<file path="config.mk">
export PLATFORM = sky130hd
export DESIGN_NAME = fu_resp_buffer_flat
export DESIGN_NICKNAME = d
export VERILOG_FILES = /design/src/rtl/fu_resp_buffer_pkg.sv /design/src/rtl/fu_resp_buffer_if.sv /design/src/rtl/fu_resp_buffer_lane_compact.sv /design/src/rtl/fu_resp_buffer.sv /design/src/flat_wrapper.sv
export SDC_FILE = /design/constraint.sdc
export NUM_CORES = 1
export LEC_CHECK = 0
export ABC_CLOCK_PERIOD_IN_PS = 6310
export CORE_ASPECT_RATIO = 1.25
export CORE_MARGIN = 2
export CORE_UTILIZATION = 35
export DETAILED_ROUTE_END_ITERATION = 16
export SYNTH_ARGS = -nofsm -noshare
export SYNTH_HDL_FRONTEND = slang
export SYNTH_SLANG_ARGS = --single-unit
</file>
<file path="constraint.sdc">
create_clock -name clk -period 6.31 [get_ports clk]
set_clock_uncertainty 0.2 [all_clocks]
set_input_delay 1.5775 -clock clk [delete_from_list [all_inputs] [get_ports clk]]
set_output_delay 1.5775 -clock clk [all_outputs]
set_load 0.02 [all_outputs]
</file>
<file path="src/rtl/fu_resp_buffer_pkg.sv">
// ============================================================================
// fu_resp_buffer_pkg -- shared result-bundle type and valid-bit position. Rev 1.0
// ============================================================================
`default_nettype none

package fu_resp_buffer_pkg;

  localparam int OPID_VLD = 15;

  typedef struct packed {
    logic [15:0] opid;
    logic [31:0] result;
    logic [4:0]  rd;
    logic        exc;
  } exe_bundle_t;

  function automatic logic bundle_valid(input exe_bundle_t b);
    return b.opid[OPID_VLD];
  endfunction

endpackage

`default_nettype wire

</file>
<file path="src/rtl/fu_resp_buffer_if.sv">
// ============================================================================
// fu_resp_buffer_if -- enqueue / response / claim bundle of one FU result queue. Rev 1.0
// ============================================================================
`default_nettype none

interface fu_resp_buffer_if
  import fu_resp_buffer_pkg::*;
#(
  parameter int EWD   = 2,
  parameter int DEPTH = 8
);

  localparam int CW = $clog2(DEPTH + 1);

  logic                    flush;
  exe_bundle_t [EWD-1:0]   enq;
  logic                    enq_ready;
  exe_bundle_t [EWD-1:0]   fu_resp;
  logic        [EWD-1:0]   fu_claim;
  logic        [CW-1:0]    count;

  modport master (
    output flush, enq, fu_claim,
    input  enq_ready, fu_resp, count
  );

  modport slave (
    input  flush, enq, fu_claim,
    output enq_ready, fu_resp, count
  );

endinterface

`default_nettype wire

</file>
<file path="src/rtl/fu_resp_buffer_lane_compact.sv">
// ============================================================================
// lane_compact -- packs sparse valid lanes densely in ascending order, plus popcount. Rev 1.0
// ============================================================================
`default_nettype none

module lane_compact
  import fu_resp_buffer_pkg::*;
#(
  parameter int EWD = 2
) (
  input  exe_bundle_t [EWD-1:0]         lanes,
  output exe_bundle_t [EWD-1:0]         dense,
  output logic [$clog2(EWD+1)-1:0]      cnt
);

  localparam int LW = $clog2(EWD + 1);

  always_comb begin
    int pos;
    dense = '0;
    pos   = 0;
    for (int j = 0; j < EWD; j++) begin
      if (bundle_valid(lanes[j])) begin
        for (int k = 0; k < EWD; k++) begin
          if (k == pos) dense[k] = lanes[j];
        end
        pos = pos + 1;
      end
    end
    cnt = LW'(pos);
  end

endmodule

`default_nettype wire

</file>
<file path="src/rtl/fu_resp_buffer.sv">
// ============================================================================
// fu_resp_buffer -- FU result queue; oldest EWD entries shown, retired by prefix claim. Rev 1.0
// ============================================================================
`default_nettype none

module fu_resp_buffer
  import fu_resp_buffer_pkg::*;
#(
  parameter int EWD   = 2,
  parameter int DEPTH = 8
) (
  input  logic              clk,
  input  logic              rst,
  fu_resp_buffer_if.slave   bus
);

  localparam int AW = $clog2(DEPTH);
  localparam int CW = $clog2(DEPTH + 1);
  localparam int LW = $clog2(EWD + 1);

  exe_bundle_t           r_mem [DEPTH];
  logic [AW-1:0]         r_head;
  logic [AW-1:0]         r_tail;
  logic [CW-1:0]         r_count;

  exe_bundle_t [EWD-1:0] w_dense;
  logic [LW-1:0]         w_enq_cnt;
  logic [LW-1:0]         w_acc_cnt;
  logic [LW-1:0]         w_ret_cnt;
  logic                  w_enq_ready;
  exe_bundle_t [EWD-1:0] w_resp;
  logic [EWD-1:0]        w_resp_vld;
  logic [AW-1:0]         w_ptr_diff;

  lane_compact #(.EWD(EWD)) u_compact (
    .lanes (bus.enq),
    .dense (w_dense),
    .cnt   (w_enq_cnt)
  );

  // Readiness looks only at registered occupancy; a same-cycle retire is not credited.
  assign w_enq_ready = (r_count <= CW'(DEPTH - EWD));
  assign w_acc_cnt   = w_enq_ready ? w_enq_cnt : '0;
  assign w_ptr_diff  = r_tail - r_head;

  always_comb begin
    w_resp     = '0;
    w_resp_vld = '0;
    for (int j = 0; j < EWD; j++) begin
      if (CW'(j) < r_count) begin
        w_resp[j]     = r_mem[r_head + AW'(j)];
        w_resp_vld[j] = bundle_valid(w_resp[j]);
      end
    end
  end

  // Retire only the unbroken run of claimed, valid lanes starting at lane 0.
  always_comb begin
    int   n;
    logic run;
    n   = 0;
    run = 1'b1;
    for (int j = 0; j < EWD; j++) begin
      run = run & bus.fu_claim[j] & w_resp_vld[j];
      if (run) n = n + 1;
    end
    w_ret_cnt = LW'(n);
  end

  always_ff @(posedge clk) begin
    if (!rst || bus.flush) begin
      r_head  <= '0;
      r_tail  <= '0;
      r_count <= '0;
      for (int k = 0; k < DEPTH; k++) r_mem[k] <= '0;
    end else begin
      // Retired slots and free slots never overlap, so both writes can share a cycle.
      for (int k = 0; k < EWD; k++) begin
        if (LW'(k) < w_ret_cnt) r_mem[r_head + AW'(k)] <= '0;
        if (LW'(k) < w_acc_cnt) r_mem[r_tail + AW'(k)] <= w_dense[k];
      end
      r_head  <= r_head + AW'(w_ret_cnt);
      r_tail  <= r_tail + AW'(w_acc_cnt);
      r_count <= r_count + CW'(w_acc_cnt) - CW'(w_ret_cnt);
    end
  end

  assign bus.enq_ready = w_enq_ready;
  assign bus.fu_resp   = w_resp;
  assign bus.count     = r_count;

  always @(posedge clk) begin
    if (rst && !bus.flush) begin
      assert (w_enq_ready || (w_enq_cnt == '0))
        else $warning("fu_resp_buffer: enq while not ready, lanes dropped");
      assert ((bus.fu_claim & (bus.fu_claim + EWD'(1))) == '0)
        else $warning("fu_resp_buffer: non-prefix claim, only prefix retired");
    end
    if (rst) begin
      assert (r_count <= CW'(DEPTH));
      assert ((r_count == CW'(DEPTH)) || (r_count == CW'(w_ptr_diff)));
      assert ((w_resp_vld & (w_resp_vld + EWD'(1))) == '0);
    end
  end

endmodule

`default_nettype wire

</file>
<file path="src/flat_wrapper.sv">
// flat-port wrapper written by rule: the top's interface ports become plain ports
module fu_resp_buffer_flat import fu_resp_buffer_pkg::*;
#(
  parameter int EWD   = 2,
  parameter int DEPTH = 8
)
  (clk, rst, bus_flush, bus_enq, bus_fu_claim, bus_enq_ready, bus_fu_resp, bus_count);
  fu_resp_buffer_if #(.EWD(EWD), .DEPTH(DEPTH)) bus_i ();
  input  logic clk;
  input  logic rst;
  input wire logic [$bits(bus_i.flush)-1:0] bus_flush;
  input wire logic [$bits(bus_i.enq)-1:0] bus_enq;
  input wire logic [$bits(bus_i.fu_claim)-1:0] bus_fu_claim;
  output wire logic [$bits(bus_i.enq_ready)-1:0] bus_enq_ready;
  output wire logic [$bits(bus_i.fu_resp)-1:0] bus_fu_resp;
  output wire logic [$bits(bus_i.count)-1:0] bus_count;
  assign bus_i.flush = bus_flush;
  assign bus_i.enq = bus_enq;
  assign bus_i.fu_claim = bus_fu_claim;
  assign bus_enq_ready = bus_i.enq_ready;
  assign bus_fu_resp = bus_i.fu_resp;
  assign bus_count = bus_i.count;
  fu_resp_buffer #(.EWD(EWD), .DEPTH(DEPTH)) u_core (.clk(clk), .rst(rst), .bus(bus_i));
endmodule
</file>
==> Flow_metrics.wiki <==
{| class="wikitable"
! Metric !! Value
|-
| Number of buffers on the longest clock path || 3
|-
| DR iter-0 viols || 4126
|-
| Worst path bufs/invs || 2
|-
| Setup TNS after final layout || 0 ns
|-
| Seq/Total Area, Yosys || 51.21%
|-
| Gates resized, CTS repair || 0
|-
| HPWL reported at the end of detailed placement || 67310 µm
|-
| Worst flop-to-flop path startpoint || u_core.r_head[1]
|-
| Post-Place Worst Slack || 0.9140 ns
|-
| Final hold violations || 0
|-
| Critical Path End Type || primary output
|-
| Final critical path time including I/O delays and setup || 6.021 ns
|-
| Latest clock arrival within the worst-skew pair || 0.59 ns
|-
| Tot Pwr || 8.030 mW
|-
| Post-synthesis instance total || 2260
|-
| Predominant post-synthesis flop cell || edfxtp_1
|-
| Total via count after detailed routing || 24080
|-
| Initial Util || 35.21%
|-
| Die Y || roughly 310 µm
|-
| Final GP Congestion || 0.8918
|-
| Distinct cell type count after synthesis || 57
|-
| Top area cells in the synthesized netlist || edfxtp_1 (50%), mux2i_1 (8.4%), o22ai_1 (6.0%), a22oi_1 (4.6%), o2bb2ai_1 (3.9%)
|-
| Maximum VDD drop || roughly 0.0002 V
|-
| Port-buffer cells || 225
|-
| Slowest library cell on the worst path || or2_2
|-
| Total Routing Usage GR || 29.85%
|-
| Global-route wire length before repair || 165100 µm
|-
| Areal power density over the cells || 262.6 mW/mm²
|-
| Number of nets in the final layout || 2474
|-
| Number of failing setup endpoints in the final timing report || 0
|-
| Fillers || 6834
|-
| Row count || 111
|-
| Cell-by-cell trace of the critical path || ha_1 > xnor2_2 > or2_2 > buf_4 > o22ai_1 > nor2_1 > nor2_1 > clkdlybuf4s50_1
|-
| Width of the chip || between 200 and 250 µm
|-
| Number of cells after detailed placement || 3255
|-
| Final period util || 95.41%
|-
| Cell chosen for the clock root || clkbuf_16
|-
| Area share of the leading cell type in the synthesized netlist || 50.43%
|-
| Critical Path AT || 4.24 ns
|-
| Number of synthesized flops with an enable pin || about 430
|-
| Die Footprint || 0.07569 mm²
|-
| Setup fix buffers added after clock tree synthesis || 0
|-
| Total wire length || 118000 µm
|-
| Most numerous cell on the critical path || nor2_1
|-
| Slew HR || 13.94%
|-
| CTS tree || yes
|-
| Pin count of the biggest net entering global routing || 61
|-
| I/O pins || 226
|-
| Share of async-settable or async-resettable flops after synthesis || 0%
|-
| DRC errors left || 0
|-
| Worst setup path start || u_core.r_head[1]
|-
| Number of global-route vias before repair || 24220
|-
| Crit-path max cell delay || approximately 1.0 ns
|-
| Status || finished, final reports clean
|-
| FMAX || 166.1 MHz
|-
| Unrepaired setup endpoints after global routing || no
|-
| Worst-case hold slack || between 0.4 and 0.5 ns
|-
| Routed Antenna Nets || 0
|-
| Mean Syn Cell Area || 11.38 µm²
|-
| Worst Max-Slew Pin Slew || approximately 1.3 ns
|-
| Dominant delay contributor by cell family on the critical path || simple AND/OR/NAND/NOR gates
|-
| Area Growth Syn to Fin || 18.87%
|-
| Area of the mapped netlist || between 0.02 and 0.03 mm²
|-
| Total iterations of the first detailed-routing run || 7
|-
| Number of buffers created by CTS || 46
|-
| Total leakage power || 9.491 nW
|-
| Number of storage elements in the synthesis netlist || 442
|-
| Required arrival time at the worst endpoint || 4.53 ns
|-
| Detailed-route vias per instance || 7.206
|-
| Setup WS post-layout || 0.2894 ns
|-
| Highest net fanout along the worst path || 30
|-
| Post-Syn Nets || 2391
|-
| Antenna violations before repair || 2
|-
| Level count of the clock H-tree || 2
|-
| Start point of the worst hold path || u_core.r_tail[2]
|-
| Clock-pin slew on the worst setup and hold paths || 0.06 ns
|-
| Critical setup path kind || flip-flop to primary output
|-
| Placeable Area || 0.07305 mm²
|-
| Type of the tightest min-delay check || flip-flop to flip-flop
|-
| Max-cap check violation count || 0
|-
| Count of hold-fix buffers inserted at cts || 0
|-
| Global route overflow || 0
|-
| Startpoint class of the critical path || flip-flop
|-
| Sinks on the clock net || about 440
|-
| Number of max-slew violations in the final report || 0
|-
| Synth warnings || 0
|-
| Share of layout cells above drive strength 1 || 8.904%
|-
| Most area-hungry cell type in the Yosys netlist || edfxtp_1
|-
| Final cell count without fillers || 3342
|-
| Detailed-route wire length per cell || 35.29 µm
|}
-- stage by stage --
stage	cell area (µm²)	utilization [%]
floorplan	25720	-
global placement	29010	39.71
detailed placement	29010	39.71
CTS	30570	41.85
global route	30580	41.86
finish	30580	41.86
-- layer usage --
metal | vias to the layer above | track usage [%] | share of wire, %
met5 | - | 0.3922 | 0
met4 | 0 | 19.40 | 7.1
met3 | 571 | 7.200 | 13
met2 | 2320 | 47.03 | 45
met1 | 11710 | 36.35 | 35
li1 | 9482 | - | -
-- worst min-delay path: stages (launching register included) --
cell	delay, ns
dfxtp_1	0.39
xor2_1	0.19
nor2_1	0.05
-- report_power, final --
| part | internal, mW | switching (mW) |
|---|---|---|
| Clock | 1.66 | 1.25 |
| Sequential | 3.39 | 0.116 |
| Combinational | 0.527 | 1.08 |
| Total | 5.58 | 2.45 |
-- logic make-up (layout without fill, tap and decap cells) --
kind of cell | after synthesis | after routing | share of synthesized area [%]
compound gates | 919 | 919 | 27.89
xor+xnor | 7 | 7 | 0.2676
fa+ha+maj | 18 | 18 | 0.9923
buf+inv | 322 | 443 | 5.297
flops | 442 | 442 | 51.21
mux | 218 | 218 | 8.581
other cells | 0 | 1 | 0
simple gates | 334 | 334 | 5.764
-- path summary, 6_finish.rpt --
path                            cells past startpoint  slack [ns]                   to
worst max-delay path                                8        0.29      bus_fu_resp[67]
worst min-delay path                                2        0.48     u_core.r_tail[2]
worst max register to register                     11        0.99  u_core.r_mem[6][14]
worst min register to register                      2        0.48     u_core.r_tail[2]
-- registers in the layout, summed over array words and instances (netlist names) --
signal / count
u_core.bus.count: 4
u_core.r_head: 3
u_core.r_mem: 432
u_core.r_tail: 3
-- cell usage in the layout (no fill, tap or decap), drive strengths merged, types with 3 or more instances in the layout --
cell	n
ha	14
o21ai	8
buf	94
xnor2	4
o22ai	246
o32ai	74
and3	6
a221oi	53
nand3	8
a22o	92
nand3b	9
dfxtp	10
clkinv	21
nand4	3
nand2b	8
xor2	3
a31oi	53
a21oi	13
a211oi	4
inv	41
nand2	136
a32o	92
fa	4
o2bb2ai	116
a22oi	161
edfxtp	432
nor3	10
clkdlybuf4s50	224
nor2b	4
clkbuf	54
nor2	129
bufinv	7
or2	5
and2	12
mux2i	216
-- cell usage after synthesis (10+ instances only) --
library cell    n
a21oi_1        11
a221oi_1       53
a22o_1         92
a22oi_1       158
a31oi_1        53
a32o_1         92
and2_1         12
buf_1          38
buf_2          80
clkbuf_1      150
dfxtp_1        10
edfxtp_1      432
ha_1           14
inv_1          39
mux2i_1       216
nand2_1       136
nor2_1        129
o22ai_1       246
o2bb2ai_1     116
o32ai_1        74
-- area by class of cell --
type	count	area (µm²)	share of cell area, %
clock inverters	32	364.1	1.191
well taps	960	1201	3.928
multi-input cells	1496	11320	37.03
repair buffers	318	3161	10.34
inverters	39	146.4	0.4788
diodes	1	2.502	0.008184
clock buffers	54	1202	3.932
flip-flops and latches	442	13180	43.09
Power figures use the tool's default switching activity.
